`config.mk`:
```
export PLATFORM = sky130hd
export DESIGN_NAME = alu_rr_scheduler_flat
export DESIGN_NICKNAME = d
export VERILOG_FILES = /design/src/rtl/alu_rr_scheduler_pkg.sv /design/src/rtl/alu_rr_scheduler_if.sv /design/src/rtl/alu_4bit.sv /design/src/rtl/rr_arbiter.sv /design/src/rtl/alu_rr_scheduler.sv /design/src/flat_wrapper.sv
export SDC_FILE = /design/constraint.sdc
export NUM_CORES = 1
export LEC_CHECK = 0
export CORE_AREA = 3 3 72 74
export CTS_CLUSTER_DIAMETER = 30
export DETAILED_ROUTE_END_ITERATION = 7
export DIE_AREA = 0 0 75 77
export DONT_BUFFER_PORTS = 1
export HOLD_SLACK_MARGIN = 0.08
export PLACE_DENSITY = 0.58
export SLEW_MARGIN = 20
export SYNTH_ARGS = -nofsm -noshare
export SYNTH_HDL_FRONTEND = slang
export SYNTH_SLANG_ARGS = --single-unit
```
`constraint.sdc`:
```
create_clock -name clk -period 4.1 [get_ports clk]
set_clock_uncertainty 0.05 [all_clocks]
set_input_delay 1.23 -clock clk [delete_from_list [all_inputs] [get_ports clk]]
set_output_delay 1.23 -clock clk [all_outputs]
set_load 0.03 [all_outputs]
```
`src/rtl/alu_rr_scheduler_pkg.sv`:
```
// ============================================================================
//  Module   : alu_rr_scheduler_pkg
//  Purpose  : Opcode constants and FSM state type shared by the scheduler.
//  Revision : 1.0  initial release
// ============================================================================
`default_nettype none

package alu_rr_scheduler_pkg;

    localparam logic [1:0] OP_ADD = 2'b00;
    localparam logic [1:0] OP_SUB = 2'b01;
    localparam logic [1:0] OP_AND = 2'b10;
    localparam logic [1:0] OP_OR  = 2'b11;

    typedef enum logic [1:0] {
        S_IDLE = 2'b00,
        S_EXEC = 2'b01,
        S_RESP = 2'b10
    } state_t;

endpackage

`default_nettype wire

```
`src/rtl/alu_rr_scheduler_if.sv`:
```
// ============================================================================
//  Module   : alu_rr_scheduler_if
//  Purpose  : Request/response bus between requester front-ends and scheduler.
//  Revision : 1.0  initial release
// ============================================================================
`default_nettype none

interface alu_rr_scheduler_if #(
    parameter int NUM_REQ = 4,
    parameter int ID_W    = 2
);
    logic [NUM_REQ-1:0]   req_valid;
    logic [NUM_REQ-1:0]   req_ready;
    logic [4*NUM_REQ-1:0] req_a;
    logic [4*NUM_REQ-1:0] req_b;
    logic [2*NUM_REQ-1:0] req_sel;
    logic                 rsp_valid;
    logic                 rsp_ready;
    logic [3:0]           rsp_result;
    logic                 rsp_carry;
    logic [ID_W-1:0]      rsp_id;

    modport master (
        output req_valid, req_a, req_b, req_sel, rsp_ready,
        input  req_ready, rsp_valid, rsp_result, rsp_carry, rsp_id
    );

    modport slave (
        input  req_valid, req_a, req_b, req_sel, rsp_ready,
        output req_ready, rsp_valid, rsp_result, rsp_carry, rsp_id
    );
endinterface

`default_nettype wire

```
`src/rtl/alu_4bit.sv`:
```
// ============================================================================
//  Module   : alu_4bit
//  Purpose  : 4-bit add/sub/and/or datapath with a 5th carry/borrow bit.
//  Revision : 1.0  initial release
// ============================================================================
`default_nettype none

module alu_4bit
    import alu_rr_scheduler_pkg::*;
(
    input  logic [3:0] a,
    input  logic [3:0] b,
    input  logic [1:0] sel,
    output logic [3:0] result,
    output logic       carry
);

    logic [4:0] w_wide;

    always_comb begin
        w_wide = 5'd0;
        case (sel)
            OP_ADD:  w_wide = {1'b0, a} + {1'b0, b};
            // Bit 4 of the wrapped difference is the borrow.
            OP_SUB:  w_wide = {1'b0, a} - {1'b0, b};
            OP_AND:  w_wide = {1'b0, a & b};
            OP_OR:   w_wide = {1'b0, a | b};
            default: w_wide = 5'd0;
        endcase
    end

    assign result = w_wide[3:0];
    assign carry  = w_wide[4];

endmodule

`default_nettype wire

```
`src/rtl/rr_arbiter.sv`:
```
// ============================================================================
//  Module   : rr_arbiter
//  Purpose  : Combinational round-robin pick starting at a rotating pointer.
//  Revision : 1.0  initial release
// ============================================================================
`default_nettype none

module rr_arbiter #(
    parameter int NUM_REQ = 4,
    parameter int ID_W    = 2
) (
    input  logic [NUM_REQ-1:0] req,
    input  logic [ID_W-1:0]    ptr,
    output logic [NUM_REQ-1:0] grant,
    output logic [ID_W-1:0]    grant_idx,
    output logic               grant_any
);

    logic [ID_W:0]   w_sum;
    logic [ID_W-1:0] w_idx;

    // Walk the search order backwards so the earliest candidate overwrites last.
    always_comb begin
        grant     = '0;
        grant_idx = '0;
        grant_any = 1'b0;
        w_sum     = '0;
        w_idx     = '0;
        for (int k = NUM_REQ - 1; k >= 0; k--) begin
            w_sum = {1'b0, ptr} + (ID_W+1)'(k);
            if (w_sum >= (ID_W+1)'(NUM_REQ)) begin
                w_sum = w_sum - (ID_W+1)'(NUM_REQ);
            end
            w_idx = w_sum[ID_W-1:0];
            if (req[w_idx]) begin
                grant        = '0;
                grant[w_idx] = 1'b1;
                grant_idx    = w_idx;
                grant_any    = 1'b1;
            end
        end
    end

endmodule

`default_nettype wire

```
`src/rtl/alu_rr_scheduler.sv`:
```
// ============================================================================
//  Module   : alu_rr_scheduler
//  Purpose  : Shares one alu_4bit between NUM_REQ requesters, round-robin.
//  Revision : 1.0  initial release
// ============================================================================
`default_nettype none

module alu_rr_scheduler
    import alu_rr_scheduler_pkg::*;
#(
    parameter int NUM_REQ = 4,
    parameter int ID_W    = 2
) (
    input  logic              clk,
    input  logic              rst_n,
    alu_rr_scheduler_if.slave bus,
    output logic              busy
);

    state_t               r_state;
    state_t               w_state_nxt;
    logic [ID_W-1:0]      r_ptr;
    logic [NUM_REQ-1:0]   w_grant;
    logic [ID_W-1:0]      w_grant_idx;
    logic                 w_grant_any;
    logic [3:0]           r_a;
    logic [3:0]           r_b;
    logic [1:0]           r_sel;
    logic [ID_W-1:0]      r_id;
    logic                 r_rsp_valid;
    logic [3:0]           r_rsp_result;
    logic                 r_rsp_carry;
    logic [ID_W-1:0]      r_rsp_id;
    logic [3:0]           w_alu_result;
    logic                 w_alu_carry;
    logic [ID_W-1:0]      w_ptr_nxt;
    logic [3:0]           w_a_arr   [NUM_REQ];
    logic [3:0]           w_b_arr   [NUM_REQ];
    logic [1:0]           w_sel_arr [NUM_REQ];

    for (genvar gi = 0; gi < NUM_REQ; gi++) begin : g_unpack
        assign w_a_arr[gi]   = bus.req_a[4*gi +: 4];
        assign w_b_arr[gi]   = bus.req_b[4*gi +: 4];
        assign w_sel_arr[gi] = bus.req_sel[2*gi +: 2];
    end

    rr_arbiter #(
        .NUM_REQ (NUM_REQ),
        .ID_W    (ID_W)
    ) u_arb (
        .req       (bus.req_valid),
        .ptr       (r_ptr),
        .grant     (w_grant),
        .grant_idx (w_grant_idx),
        .grant_any (w_grant_any)
    );

    alu_4bit u_alu (
        .a      (r_a),
        .b      (r_b),
        .sel    (r_sel),
        .result (w_alu_result),
        .carry  (w_alu_carry)
    );

    assign w_ptr_nxt = (r_id == ID_W'(NUM_REQ - 1)) ? '0 : r_id + ID_W'(1);

    always_ff @(posedge clk or negedge rst_n) begin
        if (!rst_n) begin
            r_state <= S_IDLE;
        end else begin
            r_state <= w_state_nxt;
        end
    end

    // req_ready is only ever offered while idle, so at most one op is in flight.
    always_comb begin
        w_state_nxt   = r_state;
        bus.req_ready = '0;
        case (r_state)
            S_IDLE: begin
                if (w_grant_any) begin
                    bus.req_ready = w_grant;
                    w_state_nxt   = S_EXEC;
                end
            end
            S_EXEC: w_state_nxt = S_RESP;
            S_RESP: begin
                if (bus.rsp_ready) begin
                    w_state_nxt = S_IDLE;
                end
            end
            default: w_state_nxt = S_IDLE;
        endcase
    end

    always_ff @(posedge clk or negedge rst_n) begin
        if (!rst_n) begin
            r_ptr        <= '0;
            r_a          <= '0;
            r_b          <= '0;
            r_sel        <= '0;
            r_id         <= '0;
            r_rsp_valid  <= 1'b0;
            r_rsp_result <= '0;
            r_rsp_carry  <= 1'b0;
            r_rsp_id     <= '0;
        end else begin
            if (r_state == S_IDLE && w_grant_any) begin
                r_a   <= w_a_arr[w_grant_idx];
                r_b   <= w_b_arr[w_grant_idx];
                r_sel <= w_sel_arr[w_grant_idx];
                r_id  <= w_grant_idx;
            end
            if (r_state == S_EXEC) begin
                r_rsp_valid  <= 1'b1;
                r_rsp_result <= w_alu_result;
                r_rsp_carry  <= w_alu_carry;
                r_rsp_id     <= r_id;
            end
            if (r_state == S_RESP && bus.rsp_ready) begin
                r_rsp_valid <= 1'b0;
                r_ptr       <= w_ptr_nxt;
            end
        end
    end

    assign bus.rsp_valid  = r_rsp_valid;
    assign bus.rsp_result = r_rsp_result;
    assign bus.rsp_carry  = r_rsp_carry;
    assign bus.rsp_id     = r_rsp_id;
    assign busy           = (r_state != S_IDLE);

endmodule

`default_nettype wire
```
`src/flat_wrapper.sv`:
```
// flat-port wrapper written by rule: the top's interface ports become plain ports
module alu_rr_scheduler_flat import alu_rr_scheduler_pkg::*;
#(
    parameter int NUM_REQ = 4,
    parameter int ID_W    = 2
)
  (clk, rst_n, busy, bus_req_valid, bus_req_a, bus_req_b, bus_req_sel, bus_rsp_ready, bus_req_ready, bus_rsp_valid, bus_rsp_result, bus_rsp_carry, bus_rsp_id);
  alu_rr_scheduler_if #(.NUM_REQ(NUM_REQ), .ID_W(ID_W)) bus_i ();
  input  logic clk;
  input  logic rst_n;
  output logic busy;
  input wire logic [$bits(bus_i.req_valid)-1:0] bus_req_valid;
  input wire logic [$bits(bus_i.req_a)-1:0] bus_req_a;
  input wire logic [$bits(bus_i.req_b)-1:0] bus_req_b;
  input wire logic [$bits(bus_i.req_sel)-1:0] bus_req_sel;
  input wire logic [$bits(bus_i.rsp_ready)-1:0] bus_rsp_ready;
  output wire logic [$bits(bus_i.req_ready)-1:0] bus_req_ready;
  output wire logic [$bits(bus_i.rsp_valid)-1:0] bus_rsp_valid;
  output wire logic [$bits(bus_i.rsp_result)-1:0] bus_rsp_result;
  output wire logic [$bits(bus_i.rsp_carry)-1:0] bus_rsp_carry;
  output wire logic [$bits(bus_i.rsp_id)-1:0] bus_rsp_id;
  assign bus_i.req_valid = bus_req_valid;
  assign bus_i.req_a = bus_req_a;
  assign bus_i.req_b = bus_req_b;
  assign bus_i.req_sel = bus_req_sel;
  assign bus_i.rsp_ready = bus_rsp_ready;
  assign bus_req_ready = bus_i.req_ready;
  assign bus_rsp_valid = bus_i.rsp_valid;
  assign bus_rsp_result = bus_i.rsp_result;
  assign bus_rsp_carry = bus_i.rsp_carry;
  assign bus_rsp_id = bus_i.rsp_id;
  alu_rr_scheduler #(.NUM_REQ(NUM_REQ), .ID_W(ID_W)) u_core (.clk(clk), .rst_n(rst_n), .bus(bus_i), .busy(busy));
endmodule
```
==> metrics.txt <==
leading post-synthesis cells by cell area dfrtp_1, ha_1, mux2_4; Yosys reg bits 24; core area 4660 sq um; endpoint arrival time on the critical path 2700 ps; Boundary Pins 60; Routed WL 4010 microns; cell with the biggest individual delay on the critical path mux4_2; clk sink count 24; top cell type's share of synthesized area 29.4%; total of endpoints with negative setup slack in the final report 0; cells resized by post-CTS repair 0; Inserted Clock Buffers 3; area of placed instances between 2000 and 2500 sq um; starting density of the core 43.9%; most common cell in the netlist dfrtp_1; number of global-route vias before repair 1,514; result of the run complete, no violations; post-synthesis instance total 219; Synth top cells by count dfrtp_1, o21ai_0, inv_1; largest net degree at the start of global routing 25; wire length of the first global-routing pass a little under 7000 microns; Post-synth EDFFs 0; remaining routing DRC violations 0; DPL Wire Length 3170 microns; wire length per cell after detailed routing 14.4 microns; number of library cell types mapped by synthesis 39; total setup buffers inserted after CTS 0; count of synthesis-stage warnings from yosys 0; net count of the finished layout 290; width of the die 75 microns; total routing usage reported by global routing 14.7%; depth of the CTS H-tree 1; crit path buf inv count 1; final core utilization 47.5%; die height approximately 77 microns; setup repair after global routing missed its margin false; transition time at the pin with the least slew margin 555 ps; Worst setup EP type output port; share of the yosys chip area belonging to registers 29.4%; Placement Rows 25; worst slew slack as a fraction of its limit 62.7%; total number of vias 1,560; Longest Clk Path Bufs 2; CP Class in -> out; final instance area 2210 sq um; maximum fanout along the worst path 8; final cycle utilization of the critical path 97.0%; maximum clock frequency 0.251 GHz; final weighted congestion of routability-driven global placement 0.812; Post-Syn Area 2040 sq um; cts-stage hold buffer count 0; Worst path top cell family by delay compound AO/OA/AOI/OAI gates; Final Hold Viols 0; CTS tree done; Final Critical Period 3980 ps; required time of the critical path 2820 ps; number of pins exceeding their max-slew limit in the final report 0; reg-to-reg slack, setup 1380 ps; Maximum Capacitance Violations 0; Antenna Nets Post-Route 0; primary flip-flop cell chosen by synthesis mapping dfrtp_1; library cell occupying the most area in the post-synthesis netlist dfrtp_1; number of vias per cell after detailed routing 5.59; area added between synthesis and finish 8.26%; async set-reset flop share out of synthesis 100%; DRC violation total after the first TritonRoute iteration 28; Synth Area per Inst 9.34 sq um; die area 5780 sq um; crit path cell chain mux4_2 -> nor2b_2 -> a22oi_1 -> a211o_1 -> a21oi_1 -> buf_4; iteration count of the initial detailed-routing pass 4; critical path's largest stage delay about 520 ps; later-pin clock latency in the skew report ~270 ps; power density over cell area 954 nW/um^2; aggregate negative setup slack 0 ps; Pleak 0.000993 uW; share of cells above drive strength 1 16.4%; final antenna diode count 0; count of buffers from port buffering 0; CP Launch Type primary input; total grt overflow 0; cell at the root of the clock tree clkbuf_8; peak supply drop ~350 uV; CTS clock-pin slew for the worst setup and hold paths 80 ps; initial antenna violation count 0; post-synthesis net count 283; type of the tightest min-delay check reg -> reg
[where the power goes]
part / switching (uW) / internal (uW) / total [uW]
Combinational: 701 / 653 / 1350
Clock: 74.3 / 131 / 205
Sequential: 197 / 356 / 553
[routing by layer]
| layer | vias to the layer above | share of wire [%] | GRT usage (%) |
|---|---|---|---|
| li1 | 804 | - | - |
| met1 | 708 | 52 | 23.0 |
| met2 | 43 | 42 | 20.6 |
| met3 | 5 | 5.2 | 3.41 |
| met4 | 0 | 0.65 | 2.67 |
| met5 | - | 0 | 0 |
[metrics by stage]
step                setup WS, ps  hold slack [ps]  instances  total power (uW)
floorplan                   3.74              427        219              1650
global placement             140              474        275              1910
detailed placement          67.3              476        275              1930
CTS                         67.2              491        279              2130
global route                14.2              530        279              2350
finish                       123              496        279              2110
[flip-flops by register name, indices dropped and copies added (netlist names)]
name and cells:
u_core.r_sel 2, u_core.r_ptr 2, u_core.bus.rsp_id 2, u_core.r_id 2, u_core.bus.rsp_valid 1, u_core.bus.rsp_result 4, u_core.r_a 4, u_core.r_b 4
u_core.bus.rsp_carry 1, u_core.r_state 2
[layout by cell type, fill, tap and decap left out, types with 3 or more instances in the layout]
master / Yosys / routed
a21oi_1: 12 / 12
nor2_1: 13 / 13
inv_1: 20 / 20
mux2i_1: 8 / 8
ha_1: 16 / 16
nor3_1: 3 / 3
mux2_2: 5 / 5
o221a_1: 8 / 8
a21o_1: 3 / 3
mux2_4: 9 / 9
a211o_1: 4 / 4
buf_4: 0 / 12
nand2_1: 17 / 17
a22oi_1: 4 / 4
xnor2_1: 3 / 3
o21ai_0: 22 / 22
nand2b_1: 3 / 3
dfrtp_1: 24 / 24
clkbuf_8: 0 / 3
o211ai_1: 9 / 9
[final timing paths]
path,from,end,cells after the start
worst max-delay path,bus_req_valid[1],bus_req_ready[0],6
worst min-delay path,u_core.r_state[1],u_core.bus.rsp_valid,1
worst max register to register,u_core.r_ptr[0],u_core.r_b[3],10
worst min register to register,u_core.r_state[1],u_core.bus.rsp_valid,1
max in group asynchronous,rst_n,u_core.r_ptr[0],0
min in group asynchronous,rst_n,u_core.r_id[0],0
[kinds of logic after synthesis]
group / synth area share (%)
AO/OA/AOI/OAI: 24.8
XOR/XNOR: 2.14
adder cells (fa/ha/maj): 11.8
buffers and inverters: 6.73
flip-flops: 29.4
multiplexers: 15.5
AND/OR/NAND/NOR: 9.73
[layout make-up]
class	count	area [sq um]
Multi-Input combinational cell	165	1310
Tap cell	54	67.6
Sequential cell	24	601
Clock inverter	1	30.0
Fill cell	451	2450
Inverter	20	75.1
Timing Repair Buffer	12	90.1
Clock buffer	3	41.3
(Power assumes the default switching activity.)
